===== config.mk =====
export PLATFORM = sky130hd
export DESIGN_NAME = median_filter_9x9_ctrl
export DESIGN_NICKNAME = d
export VERILOG_FILES = /design/src/rtl/median_filter_9x9_ctrl.sv
export SDC_FILE = /design/constraint.sdc
export NUM_CORES = 1
export LEC_CHECK = 0
export ABC_AREA = 1
export CORE_MARGIN = 10
export CORE_UTILIZATION = 32
export CTS_BUF_LIST = sky130_fd_sc_hd__clkbuf_4 sky130_fd_sc_hd__clkbuf_8 sky130_fd_sc_hd__clkbuf_16
export DETAILED_ROUTE_END_ITERATION = 8
export HOLD_SLACK_MARGIN = 0.1
export MAX_ROUTING_LAYER = met4
export PLACE_DENSITY_LB_ADDON = 0.1
export SLEW_MARGIN = 20
export SYNTH_ARGS = -nofsm -noshare
export SYNTH_HDL_FRONTEND = slang
export SYNTH_SLANG_ARGS = --single-unit
export TNS_END_PERCENT = 100

===== constraint.sdc =====
create_clock -name clk -period 3.96 [get_ports clk]
set_clock_uncertainty 0.1 [all_clocks]
set_input_delay 0.396 -clock clk [delete_from_list [all_inputs] [get_ports clk]]
set_output_delay 0.396 -clock clk [all_outputs]
set_load 0.05 [all_outputs]

===== src/rtl/median_filter_9x9_ctrl.sv =====
// -----------------------------------------------------------------------------
// median_filter_9x9_ctrl
//
// Frame-level sequencer for a 9x9 median filter. It follows the raster
// position of the upstream pixel stream and tells the median calculator when
// a full 9x9 window lies inside the image. It counts the medians that come
// back and flags the end of the frame. A frame is started by start_i. It ends
// with a frame_done_o pulse once every expected median has returned. It ends
// with a sticky err_o if the drain phase times out.
//
// Ports
//   clk           rising-edge clock
//   rst           asynchronous active-high reset
//   start_i       frame start pulse (only honoured in IDLE)
//   done_i        one upstream pixel per asserted cycle, raster order
//   calc_done_i   one median result returned per asserted cycle
//   win_valid_o   registered one-cycle pulse: the last pixel closed a full window
//   row_o, col_o  raster position of the last accepted pixel
//   out_cnt_o     medians received this frame (saturates at the expected count)
//   busy_o        high in FILL, RUN and DRAIN
//   frame_done_o  one-cycle pulse in DONE
//   err_o         sticky error flag (cleared only by rst)
//   state_o       debug view of the FSM: 0 IDLE, 1 FILL, 2 RUN, 3 DRAIN, 4 DONE
//
// Handshake: done_i and calc_done_i are single-cycle valid strobes with no
// back-pressure; every asserted cycle is one event, and this block is always
// ready to take it. It accepts done_i only in FILL/RUN. It accepts calc_done_i
// in FILL/RUN/DRAIN, plus DONE for error detection.
// -----------------------------------------------------------------------------
module median_filter_9x9_ctrl #(
   parameter int IMG_W    = 64,
   parameter int IMG_H    = 64,
   parameter int CNT_W    = 16,
   parameter int DRAIN_TO = 1024
) (
   input  logic             clk,
   input  logic             rst,
   input  logic             start_i,
   input  logic             done_i,
   input  logic             calc_done_i,
   output logic             win_valid_o,
   output logic [CNT_W-1:0] row_o,
   output logic [CNT_W-1:0] col_o,
   output logic [CNT_W-1:0] out_cnt_o,
   output logic             busy_o,
   output logic             frame_done_o,
   output logic             err_o,
   output logic [2:0]       state_o
);

   typedef enum logic [2:0] {
      S_IDLE  = 3'd0,
      S_FILL  = 3'd1,
      S_RUN   = 3'd2,
      S_DRAIN = 3'd3,
      S_DONE  = 3'd4
   } state_t;

   localparam int DT_W = $clog2(DRAIN_TO + 1);

   localparam logic [CNT_W-1:0] N_EXP    = CNT_W'((IMG_W - 8) * (IMG_H - 8));
   localparam logic [CNT_W-1:0] LAST_COL = CNT_W'(IMG_W - 1);
   localparam logic [CNT_W-1:0] LAST_ROW = CNT_W'(IMG_H - 1);
   localparam logic [CNT_W-1:0] WIN_EDGE = CNT_W'(8);
   localparam logic [CNT_W-1:0] ONE      = CNT_W'(1);
   localparam logic [DT_W-1:0]  DT_LAST  = DT_W'(DRAIN_TO - 1);
   localparam logic [DT_W-1:0]  DT_ONE   = DT_W'(1);

   state_t           state_q, state_d;
   logic [CNT_W-1:0] nxt_row_q, nxt_row_d;   // position the next pixel will take
   logic [CNT_W-1:0] nxt_col_q, nxt_col_d;
   logic [CNT_W-1:0] row_q, row_d;           // position of the last accepted pixel
   logic [CNT_W-1:0] col_q, col_d;
   logic [CNT_W-1:0] out_cnt_q, out_cnt_d;
   logic [DT_W-1:0]  drain_cnt_q, drain_cnt_d;
   logic             win_q, win_d;
   logic             err_q, err_d;

   always_ff @(posedge clk or posedge rst) begin
      if (rst) begin
         state_q     <= S_IDLE;
         nxt_row_q   <= '0;
         nxt_col_q   <= '0;
         row_q       <= '0;
         col_q       <= '0;
         out_cnt_q   <= '0;
         drain_cnt_q <= '0;
         win_q       <= 1'b0;
         err_q       <= 1'b0;
      end else begin
         state_q     <= state_d;
         nxt_row_q   <= nxt_row_d;
         nxt_col_q   <= nxt_col_d;
         row_q       <= row_d;
         col_q       <= col_d;
         out_cnt_q   <= out_cnt_d;
         drain_cnt_q <= drain_cnt_d;
         win_q       <= win_d;
         err_q       <= err_d;
      end
   end

   always_comb begin
      state_d     = state_q;
      nxt_row_d   = nxt_row_q;
      nxt_col_d   = nxt_col_q;
      row_d       = row_q;
      col_d       = col_q;
      out_cnt_d   = out_cnt_q;
      drain_cnt_d = drain_cnt_q;
      win_d       = 1'b0;
      err_d       = err_q;

      case (state_q)
         S_IDLE: begin
            // A pixel arriving together with start_i is deliberately dropped.
            if (start_i) begin
               state_d   = S_FILL;
               nxt_row_d = '0;
               nxt_col_d = '0;
               row_d     = '0;
               col_d     = '0;
               out_cnt_d = '0;
            end
         end
         S_FILL, S_RUN: begin
            if (done_i) begin
               row_d = nxt_row_q;
               col_d = nxt_col_q;
               // Window is centred 4 pixels back, so it fits once both
               // coordinates of the newest pixel reach 8.
               win_d = (nxt_row_q >= WIN_EDGE) && (nxt_col_q >= WIN_EDGE);
               if (nxt_col_q == LAST_COL) begin
                  nxt_col_d = '0;
                  nxt_row_d = nxt_row_q + ONE;
               end else begin
                  nxt_col_d = nxt_col_q + ONE;
               end
               if ((nxt_row_q == LAST_ROW) && (nxt_col_q == LAST_COL)) begin
                  state_d     = S_DRAIN;
                  drain_cnt_d = '0;
               end else if ((state_q == S_FILL) && (nxt_row_q == WIN_EDGE)) begin
                  state_d = S_RUN;
               end
            end
         end
         S_DRAIN: begin
            if (out_cnt_q == N_EXP) begin
               state_d = S_DONE;
            end else if (drain_cnt_q == DT_LAST) begin
               state_d = S_IDLE;
               err_d   = 1'b1;
            end else begin
               drain_cnt_d = drain_cnt_q + DT_ONE;
            end
         end
         S_DONE: begin
            state_d = S_IDLE;
         end
         default: begin
            state_d = S_IDLE;
         end
      endcase

      // Result counting runs independently of pixel acceptance, so a
      // calc_done_i coinciding with done_i is still counted. DONE only
      // exists for one cycle at count N, so anything arriving there is
      // an overflow.
      if ((state_q != S_IDLE) && calc_done_i) begin
         if (out_cnt_q == N_EXP) begin
            err_d = 1'b1;
         end else begin
            out_cnt_d = out_cnt_q + ONE;
         end
      end
   end

   assign win_valid_o  = win_q;
   assign row_o        = row_q;
   assign col_o        = col_q;
   assign out_cnt_o    = out_cnt_q;
   assign busy_o       = (state_q == S_FILL) || (state_q == S_RUN) || (state_q == S_DRAIN);
   assign frame_done_o = (state_q == S_DONE);
   assign err_o        = err_q;
   assign state_o      = state_q;

endmodule


**Yosys cells after proc, flatten, opt, wreduce, memory -nomap -nowiden**

Index checks and enable logic that the tools add are counted.
W data, S select, Z words.

- $add $sub $neg: 4
- Magnitude comparators: 2
- Eq/ne operators: 17
- Muxes and demuxes: 34
- Reduce and logical (&&, ||, !) cells: 15

Operators by type and width:

| kind | count |
|---|---|
| $mux W16 | 11 |
| $pmux W16 S2 | 4 |
| $add A16 B1 Y16 const B | 3 |
| $mux W11 | 4 |
| $eq A16 B6 Y1 const B | 2 |
| $ge A16 B4 Y1 const B | 2 |
| $pmux W11 S2 | 1 |
| $mux W3 | 6 |
| $eq A16 B12 Y1 const B | 1 |
| $eq A16 B4 Y1 const B | 1 |
| $ne A2 B2 Y1 const B | 6 |
| $add A11 B1 Y11 const B | 1 |
| $eq A11 B10 Y1 const B | 1 |
| $pmux W3 S3 | 1 |
| $reduce_and A4 Y1 | 2 |
| $mux W1 | 7 |
| $eq A3 B2 Y1 const B | 2 |
| $ne A3 B3 Y1 const B | 2 |
| $reduce_and A5 Y1 | 1 |
| $logic_and A1 B1 Y1 | 4 |
| $reduce_bool A2 Y1 | 2 |
| $eq A3 B1 Y1 const B | 1 |
| $eq A3 B3 Y1 const B | 1 |
| $logic_not A3 Y1 | 1 |
| other kinds (4) | 5 |

- Register bits after elaboration: 96
- Input bits: 5
- Output and inout bits: 55
- Word-level logic and storage cells: 81

**Longest topological paths before layout**

- Depth in word-level cells: 6
- Gate-level depth with buffers: 12
- Gate-level depth less buffers: 12

**Worst setup path before layout**

No wires, ideal clock.

- Path kind: register to output
- Start: reg state_q[0] (netlist: state_o[0])
- End: out busy_o
- Arrival: 1486 ps
- Required time: 3464 ps
- Setup slack: 1978 ps
- Cell stages (with the launch flop): 3
- Buffers on the path: 0
- Cells stage by stage: dfrtp_1 -> nor2_2 -> nor2_1

- Cells in the longest elaborated chain, start to end: 3
- Elaborated cells between the ends (all ways): 5
- Classes of those cells: eq/ne (3); reduce/logical (2)

Ends and longest elaborated chain:

| what | line | source |
|---|---|---|
| from (decl) | 69 | `state_t state_q, state_d;` |
| from (signal assigned) | 91 | `state_q <= state_d;` |
| $eq A3 B1 Y1 / $eq A3 B2 Y1 (equally long branches) | 182 | `assign busy_o = (state_q == S_FILL) \|\| (state_q == S_RUN) \|\| (state_q == S_DRAIN);` |
| $logic_or A1 B1 Y1 | 182 |  |
| $logic_or A1 B1 Y1 * | 182 |  |
| to (decl) | 45 | `output logic busy_o,` |

Mark *: on every way between the ends. The rest lies on a longest branch, timed or not.

**Worst setup path in the final report**

- Start: reg state_q[1] (netlist: state_o[1])
- End: reg nxt_col_q[7]

- Cells in the longest elaborated chain, start to end: 4
- Elaborated cells between the ends (all ways): 9
- Classes of those cells: eq/ne (4); mux (1); reduce/logical (4)

Ends and longest elaborated chain:

| what | line | source |
|---|---|---|
| $eq A3 B1 Y1 / $eq A3 B2 Y1 (equally long branches) | 114 | `case (state_q)` |
| $reduce_or A2 Y1 | 114 |  |
| $ne A2 B2 Y1 (no line) / $reduce_bool A2 Y1 (equally long branches) | - |  |
| $reduce_and A3 Y1 (no line) | - |  |
| to (signal assigned) | 93 | `nxt_col_q <= nxt_col_d;` |
| to (decl) | 71 | `logic [CNT_W-1:0] nxt_col_q, nxt_col_d;` |

Several ways; a longest one is shown, not always the timed one.
A chain may end at the register's enable or synchronous reset.

==> summary.md <==
| Metric | Value |
|---|---|
| Largest net degree at the start of global routing | 59 |
| Most common cell in the netlist | nand2_1 |
| Vias per inst | 4.86 |
| Post-synthesis cell type with the largest combined area | dfrtp_1 |
| Drt wl/cell | 14.6 um |
| Vias in the first global route | 4703 |
| DIE WIDTH | 148 um |
| WL met3 | 708 um |
| Syn-to-layout area delta | 21.5% |
| Hold buffers post-CTS | 0 |
| Worst setup path startpoint | state_o[1] |
| Sum of negative setup slack | 0 ps |
| First-pass GRT wire length | 24.1 mm |
| Rows | 46 |
| Peak VDD IR | 0.473 mV |
| EDFF count, synth | 0 |
| Setup ws final | 1520 ps |
| Commonest cells in the netlist | 187 x nand2_1, 96 x dfrtp_1, 79 x inv_1 |
| Post-layout minimum cycle time | 2440 ps |
| Clk_lat worst skew | 350 ps |
| Setup-failing EPs final | 0 |
| Tcrit/Tclk final | 0.615 |
| Synthesized cell area | 5230 um2 |
| Clock Path Buffers | 2 |
| Layout Utilization | 0.399 |
| DP Worst Slack | 1510 ps |
| Gr usage total | 0.137 |
| Gate Count Post-Synth | 694 |
| Final Wtd Congestion | 0.893 |
| Status | finished, final reports clean |
| Register bit count reported by yosys | 96 |
| Top cell type's share of synthesized area | 0.459 |
| Met1 Wirelength | 6.82 mm |
| Max Slew Vio Count | 0 |
| RSZ-0062 raised after global routing | no |
| HPWL after DPL | 10.4 mm |
| CP Capture Type | flip-flop |
| 1st-iter DRT viols | 285 |
| Yosys cell types | 33 |
| Crit-path max FO | 29 |
| GRT Residual Overflow | 0 |
| Root Driver | clkbuf_16 |
| Num CTS Buffers | 9 |
| Placed instance area | 6030 um2 |
| Reg clk slew, reported paths | 60 ps |
| Ant. Diodes | 0 |
| Prevailing post-synth register cell | dfrtp_1 |
| Die span in y | 148 um |
| Routed Wire Length | 14.2 mm |
| Total nets after synthesis | 706 |
| Remaining DRCs | 0 |
| Hold WC Path Type | in -> async |
| Fillcell total | 1684 |
| Area of the multi-input gates | 2400 um2 |
| Post-layout instance area | 6360 um2 |
| Leakage | 2.80 nW |
| Rel. slew slack | 0.506 |
| Startpoint types | flip-flop |
| Cell Pwr Density | 557 nW/um2 |
| TritonCTS clock tree | yes |
| FMAX | 411 MHz |
| Synth area leaders | dfrtp_1 46%, nand2_1 13%, nand3_1 6.1% |
| Post-CTS Setup Inserts | 0 |
| CTS resizes | 0 |
| Critical Path RT | 4130 ps |
| Layout cell share with drive strength beyond 1 | 0.0701 |
| Detailed Routing Iterations Pass 1 | 6 |
| Tightest Pin Transition | 741 ps |
| I/O Buffers | 59 |
| Antenna violations before repair | 0 |
| Final net count | 765 |
| Seq/Total Area, Yosys | 0.459 |
| CP Class | reg -> reg |
| Launching point of the worst reg2reg path | state_o[1] |
| Via count | 4725 |
| Initial Utilization | 0.328 |
| Synth warn | 0 |
| Clk sinks | 96 |
| Met2 Wirelength | 6.44 mm |
| Die footprint | 21900 um2 |
| Post-synthesis async set-or-reset flop share | 1.00 |
| Final hold violations | 0 |
| IO Count | 60 |
| Core Area | 15900 um2 |
| Synth Area per Inst | 7.54 um2 |
| Antenna Nets Post-Route | 0 |
| FF+latch area | 2400 um2 |
| Top sig layer | met4 |
| Max Cap Viol | 0 |
| H-tree depth | 3 |
| Critical path arrival | 2600 ps |
## path summary, 6_finish.rpt
check                                endpoint  slack [ps]  cells after the start
worst max-delay path             nxt_col_q[7]        1520                     11
worst min-delay path            out_cnt_o[12]         370                      2
worst max register to register   nxt_col_q[7]        1520                     11
worst min register to register       col_o[9]         380                      2
max in group asynchronous            col_o[9]        2610                      3
min in group clk                     col_o[9]         380                      2
## metal layers
layer / up-vias / global-route usage
met5: - / -
met4: 0 / 0.0500
met3: 16 / 0.0272
met1: 2214 / 0.175
met2: 115 / 0.212
li1: 2380 / -
## where the power goes
group	internal (mW)	switching (mW)	total (mW)
combinational	0.350	0.981	1.33
clock	0.616	0.369	0.985
sequential	1.10	0.119	1.22
total	2.07	1.47	3.54
## cells in the final DEF (no fill, tap or decap), types with 6 or more instances in the layout
master	instances
o21ai_1	11
nand2_1	187
nand4_1	22
nand2_2	11
nor2_1	59
a21oi_1	17
o21ai_0	53
xor2_1	10
nor3_1	30
inv_1	78
nand3_1	64
ha_1	7
nor2_2	6
clkdlybuf4s50_1	59
dfrtp_1	96
clkbuf_16	9
## kinds of logic (layout without fill, tap and decap cells)
group / Yosys count / in the layout / share of synthesized area
compound gates: 93 / 93 / 0.0961
buf+inv: 100 / 162 / 0.0825
fa+ha+maj: 7 / 7 / 0.0167
simple gates: 387 / 387 / 0.327
flops: 96 / 96 / 0.459
xor+xnor: 11 / 11 / 0.0184
## critical path, stage by stage, from the launching register on
cell and delay (ps):
dfrtp_1 440, nand2_2 130, nand2_2 80, nor2_4 510, nand2_2 120, nand2_2 100
nor2_2 30, buf_4 200, nand2_2 90, buf_4 320, nand2_1 90, a21oi_1 140
## registers in the layout, indices dropped and copies added, names as in the netlist
name and cells:
col_o 16, nxt_col_q 16, nxt_row_q 16, out_cnt_o 16, row_o 16, drain_cnt_q 11, state_o 3, err_o 1
win_valid_o 1
## final cells by class
cell class	instances	area share
flip-flops and latches	96	0.378
multi-input cells	498	0.377
repair buffers	64	0.101
inverters	84	0.0502
well taps	216	0.0425
clock buffers	10	0.0366
clock inverters	4	0.0150
## through the flow
step | power (mW) | cells | hold slack, ps
6_report | 3.54 | 972 | 374
2_1_floorplan | 2.25 | 694 | 358
5_1_grt | 3.79 | 972 | 421
4_1_cts | 3.59 | 972 | 388
3_3_place_gp | 2.57 | 958 | 366
3_5_place_dp | 2.59 | 958 | 371
No activity file was read; power rests on OpenSTA's default activity.
